$ cat src/rtl/rf_wb_arbiter_pkg.sv
`default_nettype none
// ============================================================================
// Module      : rf_wb_arbiter_pkg
// Description : Shared constants and types for the register-file writeback
//               arbiter: data width, register count, address width, the
//               writeback source encoding and the hardwired-zero address.
// Revision    : 1.0 - initial release
// ============================================================================
package rf_wb_arbiter_pkg;

  localparam int XLEN = 32;
  localparam int NREG = 32;
  localparam int AW   = 5;

  typedef enum logic {
    SRC_ALU = 1'b0,
    SRC_MEM = 1'b1
  } src_e;

  localparam logic [AW-1:0] X0_ADDR = '0;

endpackage
`default_nettype wire

$ cat src/rtl/rf_wb_arbiter_if.sv
`default_nettype none
// ============================================================================
// Module      : rf_wb_arbiter_if
// Description : Bundle of every non-clock/reset signal of the writeback
//               arbiter. master = requesters/decode side, slave = arbiter.
//   alu_valid/alu_rd/alu_data -> alu_ready   ALU writeback handshake
//   mem_valid/mem_rd/mem_data -> mem_ready   load writeback handshake
//   rsv_valid/rsv_rd          -> rsv_ready   destination reservation
//   a1/a2/use_a1/use_a2       -> stall       RAW hazard query
//   we_rf/a3/wd                              registered regfile write port
//   busy                                     pending-write scoreboard
// Revision    : 1.0 - initial release
// ============================================================================
interface rf_wb_arbiter_if;
  import rf_wb_arbiter_pkg::*;

  logic            alu_valid;
  logic [AW-1:0]   alu_rd;
  logic [XLEN-1:0] alu_data;
  logic            alu_ready;
  logic            mem_valid;
  logic [AW-1:0]   mem_rd;
  logic [XLEN-1:0] mem_data;
  logic            mem_ready;
  logic            rsv_valid;
  logic [AW-1:0]   rsv_rd;
  logic            rsv_ready;
  logic [AW-1:0]   a1;
  logic [AW-1:0]   a2;
  logic            use_a1;
  logic            use_a2;
  logic            stall;
  logic            we_rf;
  logic [AW-1:0]   a3;
  logic [XLEN-1:0] wd;
  logic [NREG-1:0] busy;

  modport master (
    output alu_valid, alu_rd, alu_data, mem_valid, mem_rd, mem_data,
           rsv_valid, rsv_rd, a1, a2, use_a1, use_a2,
    input  alu_ready, mem_ready, rsv_ready, stall, we_rf, a3, wd, busy
  );

  modport slave (
    input  alu_valid, alu_rd, alu_data, mem_valid, mem_rd, mem_data,
           rsv_valid, rsv_rd, a1, a2, use_a1, use_a2,
    output alu_ready, mem_ready, rsv_ready, stall, we_rf, a3, wd, busy
  );

endinterface
`default_nettype wire

$ cat src/rtl/rf_wb_arbiter_rr_arb2.sv
`default_nettype none
// ============================================================================
// Module      : rf_wb_arbiter_rr_arb2
// Description : Two-way round-robin arbiter (ALU vs MEM). A lone request is
//               granted; on a tie the source not granted last wins.
//   clk, rst                 clock, asynchronous active-high reset
//   valid_alu_i/valid_mem_i  request inputs
//   grant_alu_o/grant_mem_o  combinational one-hot (or zero) grants
// Revision    : 1.0 - initial release
// ============================================================================
module rf_wb_arbiter_rr_arb2
  import rf_wb_arbiter_pkg::*;
(
  input  logic clk,
  input  logic rst,
  input  logic valid_alu_i,
  input  logic valid_mem_i,
  output logic grant_alu_o,
  output logic grant_mem_o
);

  src_e last_grant_q;
  src_e last_grant_d;

  always_comb begin
    grant_alu_o  = 1'b0;
    grant_mem_o  = 1'b0;
    last_grant_d = last_grant_q;
    if (valid_alu_i && valid_mem_i) begin
      if (last_grant_q == SRC_MEM) grant_alu_o = 1'b1;
      else                         grant_mem_o = 1'b1;
    end else begin
      grant_alu_o = valid_alu_i;
      grant_mem_o = valid_mem_i;
    end
    // Every grant is an accepted handshake, so history follows the grant.
    if (grant_alu_o)      last_grant_d = SRC_ALU;
    else if (grant_mem_o) last_grant_d = SRC_MEM;
  end

  // Reset to MEM so the first tie after reset favours the ALU.
  always_ff @(posedge clk or posedge rst) begin
    if (rst) last_grant_q <= SRC_MEM;
    else     last_grant_q <= last_grant_d;
  end

endmodule
`default_nettype wire

$ cat src/rtl/rf_wb_arbiter.sv
`default_nettype none
// ============================================================================
// Module      : rf_wb_arbiter
// Description : Serialises ALU and load writebacks onto the single register
//               file write port and tracks pending writes per register to
//               flag RAW hazards on the decode operands.
//   clk, rst  clock, asynchronous active-high reset
//   wb        rf_wb_arbiter_if.slave (handshakes, scoreboard, write port)
// Revision    : 1.0 - initial release
// ============================================================================
module rf_wb_arbiter
  import rf_wb_arbiter_pkg::*;
(
  input  logic           clk,
  input  logic           rst,
  rf_wb_arbiter_if.slave wb
);

  logic            w_alu_gnt;
  logic            w_mem_gnt;
  logic            w_accept;
  logic [AW-1:0]   w_rd;
  logic [XLEN-1:0] w_data;
  logic            w_rsv_ready;

  logic            we_rf_q, we_rf_d;
  logic [AW-1:0]   a3_q,    a3_d;
  logic [XLEN-1:0] wd_q,    wd_d;
  logic [NREG-1:0] busy_q,  busy_d;

  rf_wb_arbiter_rr_arb2 u_arb (
    .clk         (clk),
    .rst         (rst),
    .valid_alu_i (wb.alu_valid),
    .valid_mem_i (wb.mem_valid),
    .grant_alu_o (w_alu_gnt),
    .grant_mem_o (w_mem_gnt)
  );

  always_comb begin
    w_accept = w_alu_gnt | w_mem_gnt;
    w_rd     = w_mem_gnt ? wb.mem_rd   : wb.alu_rd;
    w_data   = w_mem_gnt ? wb.mem_data : wb.alu_data;

    // x0 writes are accepted but never reach the register file.
    we_rf_d = w_accept && (w_rd != X0_ADDR);
    a3_d    = a3_q;
    wd_d    = wd_q;
    if (we_rf_d) begin
      a3_d = w_rd;
      wd_d = w_data;
    end

    // Reservation looks only at the registered scoreboard, never at a
    // clear happening this same edge: this keeps WAW ordering simple.
    w_rsv_ready = (wb.rsv_rd == X0_ADDR) || !busy_q[wb.rsv_rd];

    // Clear first, then set, so a same-edge set of the same register wins.
    busy_d = busy_q;
    if (we_rf_q) busy_d[a3_q] = 1'b0;
    if (wb.rsv_valid && w_rsv_ready && (wb.rsv_rd != X0_ADDR))
      busy_d[wb.rsv_rd] = 1'b1;
    busy_d[X0_ADDR] = 1'b0;
  end

  always_ff @(posedge clk or posedge rst) begin
    if (rst) begin
      we_rf_q <= 1'b0;
      a3_q    <= '0;
      wd_q    <= '0;
      busy_q  <= '0;
    end else begin
      we_rf_q <= we_rf_d;
      a3_q    <= a3_d;
      wd_q    <= wd_d;
      busy_q  <= busy_d;
    end
  end

  assign wb.alu_ready = w_alu_gnt;
  assign wb.mem_ready = w_mem_gnt;
  assign wb.rsv_ready = w_rsv_ready;
  // No bypass: an operand stays stalled through the cycle its write lands.
  assign wb.stall = (wb.use_a1 && (wb.a1 != X0_ADDR) && busy_q[wb.a1]) ||
                    (wb.use_a2 && (wb.a2 != X0_ADDR) && busy_q[wb.a2]);
  assign wb.we_rf = we_rf_q;
  assign wb.a3    = a3_q;
  assign wb.wd    = wd_q;
  assign wb.busy  = busy_q;

endmodule
`default_nettype wire

$ cat src/flat_wrapper.sv
// flat-port wrapper written by rule: the top's interface ports become plain ports
module rf_wb_arbiter_flat import rf_wb_arbiter_pkg::*;
  (clk, rst, wb_alu_valid, wb_alu_rd, wb_alu_data, wb_mem_valid, wb_mem_rd, wb_mem_data, wb_rsv_valid, wb_rsv_rd, wb_a1, wb_a2, wb_use_a1, wb_use_a2, wb_alu_ready, wb_mem_ready, wb_rsv_ready, wb_stall, wb_we_rf, wb_a3, wb_wd, wb_busy);
  rf_wb_arbiter_if wb_i ();
  input  logic clk;
  input  logic rst;
  input wire logic [$bits(wb_i.alu_valid)-1:0] wb_alu_valid;
  input wire logic [$bits(wb_i.alu_rd)-1:0] wb_alu_rd;
  input wire logic [$bits(wb_i.alu_data)-1:0] wb_alu_data;
  input wire logic [$bits(wb_i.mem_valid)-1:0] wb_mem_valid;
  input wire logic [$bits(wb_i.mem_rd)-1:0] wb_mem_rd;
  input wire logic [$bits(wb_i.mem_data)-1:0] wb_mem_data;
  input wire logic [$bits(wb_i.rsv_valid)-1:0] wb_rsv_valid;
  input wire logic [$bits(wb_i.rsv_rd)-1:0] wb_rsv_rd;
  input wire logic [$bits(wb_i.a1)-1:0] wb_a1;
  input wire logic [$bits(wb_i.a2)-1:0] wb_a2;
  input wire logic [$bits(wb_i.use_a1)-1:0] wb_use_a1;
  input wire logic [$bits(wb_i.use_a2)-1:0] wb_use_a2;
  output wire logic [$bits(wb_i.alu_ready)-1:0] wb_alu_ready;
  output wire logic [$bits(wb_i.mem_ready)-1:0] wb_mem_ready;
  output wire logic [$bits(wb_i.rsv_ready)-1:0] wb_rsv_ready;
  output wire logic [$bits(wb_i.stall)-1:0] wb_stall;
  output wire logic [$bits(wb_i.we_rf)-1:0] wb_we_rf;
  output wire logic [$bits(wb_i.a3)-1:0] wb_a3;
  output wire logic [$bits(wb_i.wd)-1:0] wb_wd;
  output wire logic [$bits(wb_i.busy)-1:0] wb_busy;
  assign wb_i.alu_valid = wb_alu_valid;
  assign wb_i.alu_rd = wb_alu_rd;
  assign wb_i.alu_data = wb_alu_data;
  assign wb_i.mem_valid = wb_mem_valid;
  assign wb_i.mem_rd = wb_mem_rd;
  assign wb_i.mem_data = wb_mem_data;
  assign wb_i.rsv_valid = wb_rsv_valid;
  assign wb_i.rsv_rd = wb_rsv_rd;
  assign wb_i.a1 = wb_a1;
  assign wb_i.a2 = wb_a2;
  assign wb_i.use_a1 = wb_use_a1;
  assign wb_i.use_a2 = wb_use_a2;
  assign wb_alu_ready = wb_i.alu_ready;
  assign wb_mem_ready = wb_i.mem_ready;
  assign wb_rsv_ready = wb_i.rsv_ready;
  assign wb_stall = wb_i.stall;
  assign wb_we_rf = wb_i.we_rf;
  assign wb_a3 = wb_i.a3;
  assign wb_wd = wb_i.wd;
  assign wb_busy = wb_i.busy;
  rf_wb_arbiter u_core (.clk(clk), .rst(rst), .wb(wb_i));
endmodule
$ cat config.mk
export PLATFORM = sky130hd
export DESIGN_NAME = rf_wb_arbiter_flat
export DESIGN_NICKNAME = d
export VERILOG_FILES = /design/src/rtl/rf_wb_arbiter_pkg.sv /design/src/rtl/rf_wb_arbiter_if.sv /design/src/rtl/rf_wb_arbiter_rr_arb2.sv /design/src/rtl/rf_wb_arbiter.sv /design/src/flat_wrapper.sv
export SDC_FILE = /design/constraint.sdc
export NUM_CORES = 1
export LEC_CHECK = 0
export CAP_MARGIN = 20
export CORE_MARGIN = 1.5
export CORE_UTILIZATION = 46
export CTS_CLUSTER_DIAMETER = 200
export CTS_CLUSTER_SIZE = 40
export DETAILED_ROUTE_END_ITERATION = 8
export MAX_ROUTING_LAYER = met4
export PLACE_DENSITY = 0.86
export RECOVER_POWER = 50
export SYNTH_ARGS = -nofsm -noshare
export SYNTH_HDL_FRONTEND = slang
export SYNTH_SLANG_ARGS = --single-unit
$ cat constraint.sdc
create_clock -name clk -period 8 [get_ports clk]
set_input_delay 2.4 -clock clk [delete_from_list [all_inputs] [get_ports clk]]
set_output_delay 2.4 -clock clk [all_outputs]
set_load 0.005 [all_outputs]
==> metrics.txt, run 1 <==
result of the run=finished with violations; failing checks=max-capacitance violations, max-slew violations; mean routed wirelength per cell=19.3 µm; FF-to-FF End=u_core.wb.wd[11]; final hold violation count=0; number of nets at the end of the flow=619; cell area after layout=5890 µm²; total global routing track utilization=0.284; Max Slew Vio Count=71; most frequent cells in the layout=131 x sky130_fd_sc_hd__clkdlybuf4s50_1, 69 x sky130_fd_sc_hd__dfrtp_1, 65 x sky130_fd_sc_hd__o21ai_0, 45 x sky130_fd_sc_hd__mux2i_1; Routed WL=12,200 µm; post-CTS repair timing setup buffer count=0; number of placement rows=33; total cell area at the placement stage=5670 µm²; total half-perimeter wirelength after legalization and detailed placement=9090 µm; die boundary width=95.6 µm; Max Used Layer=met4; Via density=5.94; gate count after technology mapping=367; flip-flop and latch count after synthesis=70; number of warning messages in the yosys log=0; total negative setup slack=0 ps; Core Region=8260 µm²; overall via count from detail_route=3,761; final RePlAce weighted congestion=0.901; Die ar.=9140 µm²; endpoint class of the critical path=output port; actual transition at the worst max-transition pin=3620 ps; layout cell share with drive strength beyond 1=0.0833; highest fanout seen on the critical path=13; residual DRC count=0; first-pass iteration count of the detailed router=5; distinct cell type count after synthesis=35; area growth from synthesis to final layout=49.3%; CTS Buf Count=9; final worst hold slack=522 ps; first-pass GRT wire length=18,700 µm; f_max=135 MHz; Net Count, Synth=463; netlist area before placement=3940 µm²; number of levels the H-tree was split into=3; capture point of the worst path=wb_rsv_ready; vias in the first global route=3,782; detailed router's first-iteration violation count=282; PwrDens=257 nW/µm²; # placed instances=617; antenna cell count=0; post-placement setup slack=590 ps; worst max-slew margin expressed relative to the limit=-1.41; total of hold buffers inserted after clock tree synthesis=0; Clock Latency Late Sink=340 ps; total met3 wirelength after detailed routing=1190 µm; number of cell instances on the worst register-to-register path=7; CTS tree=done; height of the die=95.6 µm; fraction of the cycle the final worst path needs=0.928; number of nets still failing antenna checks after routing=0; post-cts sizing count=0; MaxCap Viol Count=1; clock slew at the register clock pins of the worst setup and hold paths=70 ps; IR drop worst, VDD=0.122 mV; Worst EP required=5600 ps; cell chosen for the clock root=sky130_fd_sc_hd__clkbuf_8; starting density of the core=0.477; Critical Path Start Type=input port; final count of negative-setup-slack endpoints=0; initial antenna violation count=0; global-route congestion overflow total=0; detailed-routing wirelength on met1=4630 µm; maximum number of pins on one net before global-route repair=71; time the worst path needs with I/O delays and setup=7420 ps; most common cell after layout, fill and taps aside=sky130_fd_sc_hd__clkdlybuf4s50_1; total I/O pin count=170; number of clock sinks seen by CTS=70; Synth Area per Inst=10.7 µm²; launch point of the critical path=wb_rsv_rd[0]; final instance count without filler cells=633; number of enable-type register cells in the synthesized netlist=0; maximum number of buffers from clock root to sink=2; sum of met2 wire segment lengths after detailed routing=6110 µm; RSZ-0062 raised after global routing=no; share of async-settable or async-resettable flops after synthesis=1.00; kind of critical path=input port to output port; class of the worst hold path=register to register; RR Startpoint=u_core.u_arb.last_grant_q; worst setup margin=579 ps; worst-case clock skew=10.0 ps; most used flip-flop cell after synthesis=sky130_fd_sc_hd__dfrtp_1; Filler cells=597; sequential element share of the synthesized area=0.445; Critical Path AT=5020 ps; R2R Setup Slk=5250 ps; number of buffer cells added on primary ports=168; Leakage=2.31 nW
==> Yosys cell counts, types with 6 or more instances <==
cell / count / area share
sky130_fd_sc_hd__mux2i_1: 45 / 0.11
sky130_fd_sc_hd__buf_2: 12 / 0.015
sky130_fd_sc_hd__nand2_1: 10 / 0.0095
sky130_fd_sc_hd__dfrtp_1: 69 / 0.44
sky130_fd_sc_hd__o21ai_0: 65 / 0.083
sky130_fd_sc_hd__nor2_1: 41 / 0.039
sky130_fd_sc_hd__mux4_1: 6 / 0.040
sky130_fd_sc_hd__mux4_2: 17 / 0.097
sky130_fd_sc_hd__nand3b_1: 8 / 0.015
sky130_fd_sc_hd__clkbuf_1: 9 / 0.0086
sky130_fd_sc_hd__a21oi_1: 42 / 0.053
==> worst max-delay path: stages <==
cell	delay (ps)
sky130_fd_sc_hd__clkdlybuf4s50_1	850
sky130_fd_sc_hd__mux4_2	610
sky130_fd_sc_hd__mux4_2	480
sky130_fd_sc_hd__mux2i_1	140
sky130_fd_sc_hd__clkdlybuf4s50_1	540
==> registers in the layout, summed over array words and instances (netlist names) <==
signal	cells
u_core.wb.wd	32
u_core.wb.busy	31
u_core.wb.a3	5
u_core.u_arb.last_grant_q	1
u_core.wb.we_rf	1
==> report_power, final <==
| part | total, mW | internal [mW] | switching (mW) |
|---|---|---|---|
| Sequential | 0.610 | 0.457 | 0.152 |
| Clock | 0.316 | 0.176 | 0.140 |
| Combinational | 0.589 | 0.382 | 0.207 |
==> final cells by class <==
| type | count | area, µm² | share of cell area |
|---|---|---|---|
| Clock buffer | 9 | 124 | 0.0210 |
| Timing Repair Buffer | 171 | 1700 | 0.289 |
| Inverter | 3 | 11.3 | 0.00191 |
| Clock inverter | 7 | 98.8 | 0.0168 |
| Multi-Input combinational cell | 268 | 2070 | 0.351 |
| Tap cell | 105 | 131 | 0.0223 |
| Sequential cell | 70 | 1750 | 0.298 |
==> stage by stage <==
stage,utilization,total power [mW]
after floorplan,-,0.828
final,0.713,1.52
after detailed placement,0.686,1.21
after CTS,0.713,1.52
after global placement,0.686,1.18
after global routing,0.713,1.59
==> worst min path at each step <==
stage                                    from                         to  depth (start not counted)
floorplan           u_core.u_arb.last_grant_q  u_core.u_arb.last_grant_q                          2
global placement             u_core.wb.wd[14]           u_core.wb.wd[14]                          2
detailed placement            u_core.wb.wd[3]            u_core.wb.wd[3]                          2
CTS                           u_core.wb.wd[3]            u_core.wb.wd[3]                          2
global route                 u_core.wb.wd[20]           u_core.wb.wd[20]                          2
finish                        u_core.wb.wd[6]            u_core.wb.wd[6]                          2
==> logic make-up after synthesis <==
| logic type | synth area share |
|---|---|
| other | 0.000951 |
| AO/OA/AOI/OAI | 0.150 |
| multiplexers | 0.263 |
| buffers and inverters | 0.0368 |
| flip-flops | 0.445 |
| AND/OR/NAND/NOR | 0.105 |
==> routing by layer <==
metal,vias to the layer above,global-route usage
li1,1689,-
met1,1790,0.334
met2,253,0.460
met3,29,0.0534
met4,0,0.150
met5,-,-
No activity file was read; power rests on OpenSTA's default activity.
==> run 2, diff against run 1 <==
- CORE_MARGIN: 1.5 -> default
- HOLD_SLACK_MARGIN: default -> 0.05
==> run 2 against run 1 <==
  * The flow still finishes with violations (max-capacitance violations, max-slew violations)
  * Clock-buffer cell count unchanged
  * Critical endpoint unchanged
  * Clock power about the same
  * Largest power group unchanged
  * Global-route usage is 0.76 points higher
  * Sequential cell count unchanged
  * Setup slack worse by 1.3 ps
  * Hold slack better by 0.68 ps
  * Via count grew 0.35%
  * Combinational power about the same
  * Core utilization stayed put
  * Fmax is essentially flat
  * Total power is essentially flat
==> metrics.txt, run 2 (same netlist as run 1, synthesis figures left out) <==
die boundary width=94.6 µm; CTS tree=done; PwrDens=257 nW/µm²; class of the worst hold path=register to register; number of levels the H-tree was split into=3; layout cell share with drive strength beyond 1=0.0833; number of placement rows=33; initial antenna violation count=0; Via density=5.96; RR Startpoint=u_core.u_arb.last_grant_q; cell chosen for the clock root=sky130_fd_sc_hd__clkbuf_8; startpoint of the worst hold path=u_core.wb.wd[6]; worst hold path depth=2; share of the core filled with cells in the final layout=0.713; actual transition at the worst max-transition pin=3630 ps; first-pass iteration count of the detailed router=5; Core Region=8260 µm²; total half-perimeter wirelength after legalization and detailed placement=9040 µm; post-placement setup slack=579 ps; detailed router's first-iteration violation count=302; clock slew at the register clock pins of the worst setup and hold paths=70 ps; failing checks=max-capacitance violations, max-slew violations; antenna cell count=0; number of nets still failing antenna checks after routing=0; Clock Latency Late Sink=340 ps; cell area after layout=5890 µm²; Routed WL=12,100 µm; total I/O pin count=170; total of hold buffers inserted after clock tree synthesis=0; worst setup margin=578 ps; mean routed wirelength per cell=19.1 µm; flip-flop count of the largest register, all copies and words added=32; number of cell instances on the worst register-to-register path=7; Switching Fraction=0.329; Filler cells=605; number of buffer cells added on primary ports=168; IR drop worst, VDD=0.0959 mV; kind of critical path=input port to output port; power dissipated by switching net loads=0.499 mW; highest fanout seen on the critical path=13; number of clock sinks seen by CTS=70; total negative setup slack=0 ps; area of the multi-input gates=2070 µm²; endpoint class of the critical path=output port; first-pass GRT wire length=18,700 µm; final RePlAce weighted congestion=0.894; maximum number of buffers from clock root to sink=2; overall via count from detail_route=3,774; maximum number of pins on one net before global-route repair=71; Die ar.=8950 µm²; height of the die=94.6 µm; final hold violation count=0; Critical Path Start Type=input port; worst-case clock skew=7.52 ps; total cell area at the placement stage=5670 µm²; most common cell after layout, fill and taps aside=sky130_fd_sc_hd__clkdlybuf4s50_1; R2R Setup Slk=5300 ps; worst min-delay path endpoint=u_core.wb.wd[6]; f_max=135 MHz; area growth from synthesis to final layout=49.3%; Max Slew Vio Count=71; total global routing track utilization=0.291; RSZ-0062 raised after global routing=no; CTS Buf Count=9; residual DRC count=0; Combinational Power Share=0.387; Critical Path AT=5020 ps; global-route congestion overflow total=0; MaxCap Viol Count=1; post-cts sizing count=0; Sequential Area=1750 µm²; clock power share=0.208; Leakage=2.31 nW; FF-to-FF End=u_core.wb.wd[18]; post-CTS repair timing setup buffer count=0; Worst EP required=5600 ps; time the worst path needs with I/O delays and setup=7420 ps; number of nets at the end of the flow=619; internal power=1.02 mW; final count of negative-setup-slack endpoints=0; fraction of the cycle the final worst path needs=0.928; vias in the first global route=3,606; starting density of the core=0.477; sequential fraction of design power=0.405; worst max-slew margin expressed relative to the limit=-1.42; result of the run=finished with violations; most frequent cells in the layout=131 x sky130_fd_sc_hd__clkdlybuf4s50_1, 69 x sky130_fd_sc_hd__dfrtp_1, 65 x sky130_fd_sc_hd__o21ai_0, 45 x sky130_fd_sc_hd__mux2i_1
run 2: worst max path at each step:
stage                       startpoint      endpoint  slack [ps]  cells past startpoint
after floorplan               wb_a1[1]      wb_stall        1760                      5
after global placement    wb_rsv_rd[0]  wb_rsv_ready         630                      5
after detailed placement  wb_rsv_rd[0]  wb_rsv_ready         580                      5
after CTS                 wb_rsv_rd[0]  wb_rsv_ready         560                      5
after global routing      wb_rsv_rd[0]  wb_rsv_ready         410                      5
final                     wb_rsv_rd[0]  wb_rsv_ready         580                      5
run 2: power by group through the flow:
stage	logic (mW)	clock network (mW)	registers, mW
2_1_floorplan	0.271	0	0.557
3_3_place_gp	0.575	0	0.606
3_5_place_dp	0.596	0	0.613
4_1_cts	0.598	0.321	0.608
5_1_grt	0.636	0.338	0.626
6_report	0.587	0.315	0.613
run 2: routing by layer:
metal,vias up,track usage,share of wire
li1,1682,-,-
met1,1797,0.348,0.37
met2,262,0.457,0.49
met3,33,0.0821,0.11
met4,0,0.139,0.029
met5,-,-,0
run 2: metrics by stage:
stage / hold WS [ps] / power, mW / instances
floorplan: 481 / 0.828 / 367
global placement: 509 / 1.18 / 617
detailed placement: 517 / 1.21 / 617
CTS: 534 / 1.53 / 633
global route: 546 / 1.60 / 633
finish: 523 / 1.51 / 633
run 2: cell type report:
class | count | area share
clock buffer | 9 | 0.0210
clock inverter | 7 | 0.0168
inverter | 3 | 0.00191
multi-input combinational | 268 | 0.351
sequential | 70 | 0.298
timing repair buffer | 171 | 0.289
tap | 105 | 0.0223
run 2: critical path: stages:
cell and delay [ps]:
sky130_fd_sc_hd__clkdlybuf4s50_1 850, sky130_fd_sc_hd__mux4_2 600, sky130_fd_sc_hd__mux4_2 490, sky130_fd_sc_hd__mux2i_1 150, sky130_fd_sc_hd__clkdlybuf4s50_1 540
==> run 3, diff against run 2 <==
- CORE_MARGIN: default -> 10
==> run 3 against run 2 <==
  * The run still ends with max-capacitance violations, max-slew violations left
  * Register-to-register slack got worse by 30 ps
  * Combinational power rose by 2%
  * Fmax fell by 0.40%
  * Die area rose by 42%
  * Routed wire length rose by 14%
  * Core utilization fell by 0.35 points
  * Design area did not move
  * Sequential share of layout area did not move
  * Total power rose by 0.16%
  * Clock-buffer cell count rose by 1
  * Clock skew fell by 2.8 ps
  * Sequential cell count did not move
  * Critical path type unchanged
  * Largest cell class unchanged
==> metrics.txt, run 3 (same netlist as run 1, synthesis figures left out) <==
result of the run=finished with violations; failing checks=max-capacitance violations, max-slew violations; antenna cell count=0; vias in the first global route=3,945; layout cell share with drive strength beyond 1=0.0833; die boundary width=113 µm; Leakage=2.32 nW; RSZ-0062 raised after global routing=no; PwrDens=258 nW/µm²; total global routing track utilization=0.220; mean routed wirelength per cell=21.8 µm; startpoint of the worst hold path=u_core.u_arb.last_grant_q; RR Startpoint=u_core.u_arb.last_grant_q; final RePlAce weighted congestion=0.968; Via density=5.87; number of clock sinks seen by CTS=70; height of the die=113 µm; CTS tree=done; final instance count without filler cells=633; highest fanout seen on the critical path=13; f_max=134 MHz; total cell area at the placement stage=5670 µm²; number of placement rows=33; list of cells traversed by the critical path=clkdlybuf4s50_1 -> mux4_2 -> mux4_2 -> mux2i_1 -> clkdlybuf4s50_1; most frequent cells in the layout=131 x sky130_fd_sc_hd__clkdlybuf4s50_1, 69 x sky130_fd_sc_hd__dfrtp_1, 65 x sky130_fd_sc_hd__o21ai_0, 45 x sky130_fd_sc_hd__mux2i_1; post-route total power=1.52 mW; worst-case clock skew=4.69 ps; IR drop worst, VDD=0.118 mV; number of levels the H-tree was split into=3; kind of critical path=input port to output port; residual DRC count=0; Routed WL=13,800 µm; # placed instances=617; family with the most delay on the worst path=buffers and inverters; cell area after layout=5890 µm²; flip-flop count of the largest register, all copies and words added=32; endpoint class of the critical path=output port; global-route congestion overflow total=0; cell chosen for the clock root=sky130_fd_sc_hd__clkbuf_8; MaxCap Viol Count=1; fraction of the cycle the final worst path needs=0.931; final count of negative-setup-slack endpoints=0; actual transition at the worst max-transition pin=3600 ps; worst min-delay path endpoint=u_core.u_arb.last_grant_q; total of hold buffers inserted after clock tree synthesis=0; area growth from synthesis to final layout=49.3%; number of cell instances on the worst register-to-register path=7; Clock Latency Late Sink=340 ps; number of nets at the end of the flow=619; Core Region=8300 µm²; largest stage delay on the critical path=860 ps; critical path's slowest cell=sky130_fd_sc_hd__clkdlybuf4s50_1; post-cts sizing count=0; Worst EP required=5600 ps; total half-perimeter wirelength after legalization and detailed placement=10,900 µm; initial antenna violation count=0; total negative setup slack=0 ps; CTS Buf Count=9; most common cell after layout, fill and taps aside=sky130_fd_sc_hd__clkdlybuf4s50_1; class of the worst hold path=register to register; Max Slew Vio Count=71; FF-to-FF End=u_core.wb.wd[13]; first-pass iteration count of the detailed router=5; Critical Path Start Type=input port; worst hold path depth=2; Die ar.=12,700 µm²; worst max-slew margin expressed relative to the limit=-1.40; maximum number of pins on one net before global-route repair=71; R2R Setup Slk=5270 ps; starting density of the core=0.475; first-pass GRT wire length=21,800 µm; time the worst path needs with I/O delays and setup=7450 ps; overall via count from detail_route=3,714; total I/O pin count=170; count of buffer and inverter cells on the critical path=2; clock slew at the register clock pins of the worst setup and hold paths=70 ps; final hold violation count=0; number of buffer cells added on primary ports=168; Critical Path AT=5050 ps; post-CTS repair timing setup buffer count=0; final worst hold slack=526 ps; maximum number of buffers from clock root to sink=2; detailed router's first-iteration violation count=205; number of nets still failing antenna checks after routing=0
==> run 3: changes by cell type in the layout (fill, tap and decap cells not counted) <==
cell                         change
sky130_fd_sc_hd__clkbuf_8        +1
sky130_fd_sc_hd__clkinv_4        -3
sky130_fd_sc_hd__clkinvlp_4      +1
sky130_fd_sc_hd__clkinv_2        +1
==> run 3: worst max-delay path by stage <==
| stage | from | endpoint | slack [ps] | cells after the start |
|---|---|---|---|---|
| 2_1_floorplan | wb_a1[1] | wb_stall | 1760 | 5 |
| 3_5_place_dp | wb_rsv_rd[0] | wb_rsv_ready | 530 | 5 |
| 6_report | wb_rsv_rd[0] | wb_rsv_ready | 550 | 5 |
| 4_1_cts | wb_rsv_rd[0] | wb_rsv_ready | 540 | 5 |
| 3_3_place_gp | wb_rsv_rd[0] | wb_rsv_ready | 570 | 5 |
| 5_1_grt | wb_rsv_rd[0] | wb_rsv_ready | 410 | 5 |
==> run 3: final cells by class <==
cell class	instances	area (µm²)
multi-input cells	268	2070
well taps	105	131
clock inverters	6	85.1
fillers	591	2410
inverters	3	11.3
flip-flops and latches	70	1750
clock buffers	10	138
repair buffers	171	1700
==> run 3: per-layer routing <==
metal | vias to the layer above | GRT usage | part of all wire
li1 | 1684 | - | -
met1 | 1793 | 0.256 | 0.40
met2 | 220 | 0.337 | 0.47
met3 | 17 | 0.102 | 0.12
met4 | 0 | 0.0541 | 0.011
met5 | - | - | 0
==> run 3: where the power goes <==
| part | switching, mW | internal [mW] | leakage, nW |
|---|---|---|---|
| clock | 0.133 | 0.183 | 0.108 |
| combinational | 0.215 | 0.382 | 1.40 |
| sequential | 0.146 | 0.458 | 0.811 |
==> run 3: per-stage QoR <==
step / util / setup WS, ps
final: 0.709 / 548
after floorplan: - / 1760
after global routing: 0.709 / 410
after CTS: 0.710 / 535
after global placement: 0.683 / 571
after detailed placement: 0.683 / 526
==> run 3: worst reg2reg max path, cell delays in order (launching register included) <==
cell	delay, ps
sky130_fd_sc_hd__dfstp_2	400
sky130_fd_sc_hd__a21boi_4	190
sky130_fd_sc_hd__buf_4	530
sky130_fd_sc_hd__mux2_2	440
sky130_fd_sc_hd__a21oi_4	240
sky130_fd_sc_hd__buf_4	560
sky130_fd_sc_hd__nor2_1	120
sky130_fd_sc_hd__a21oi_1	160
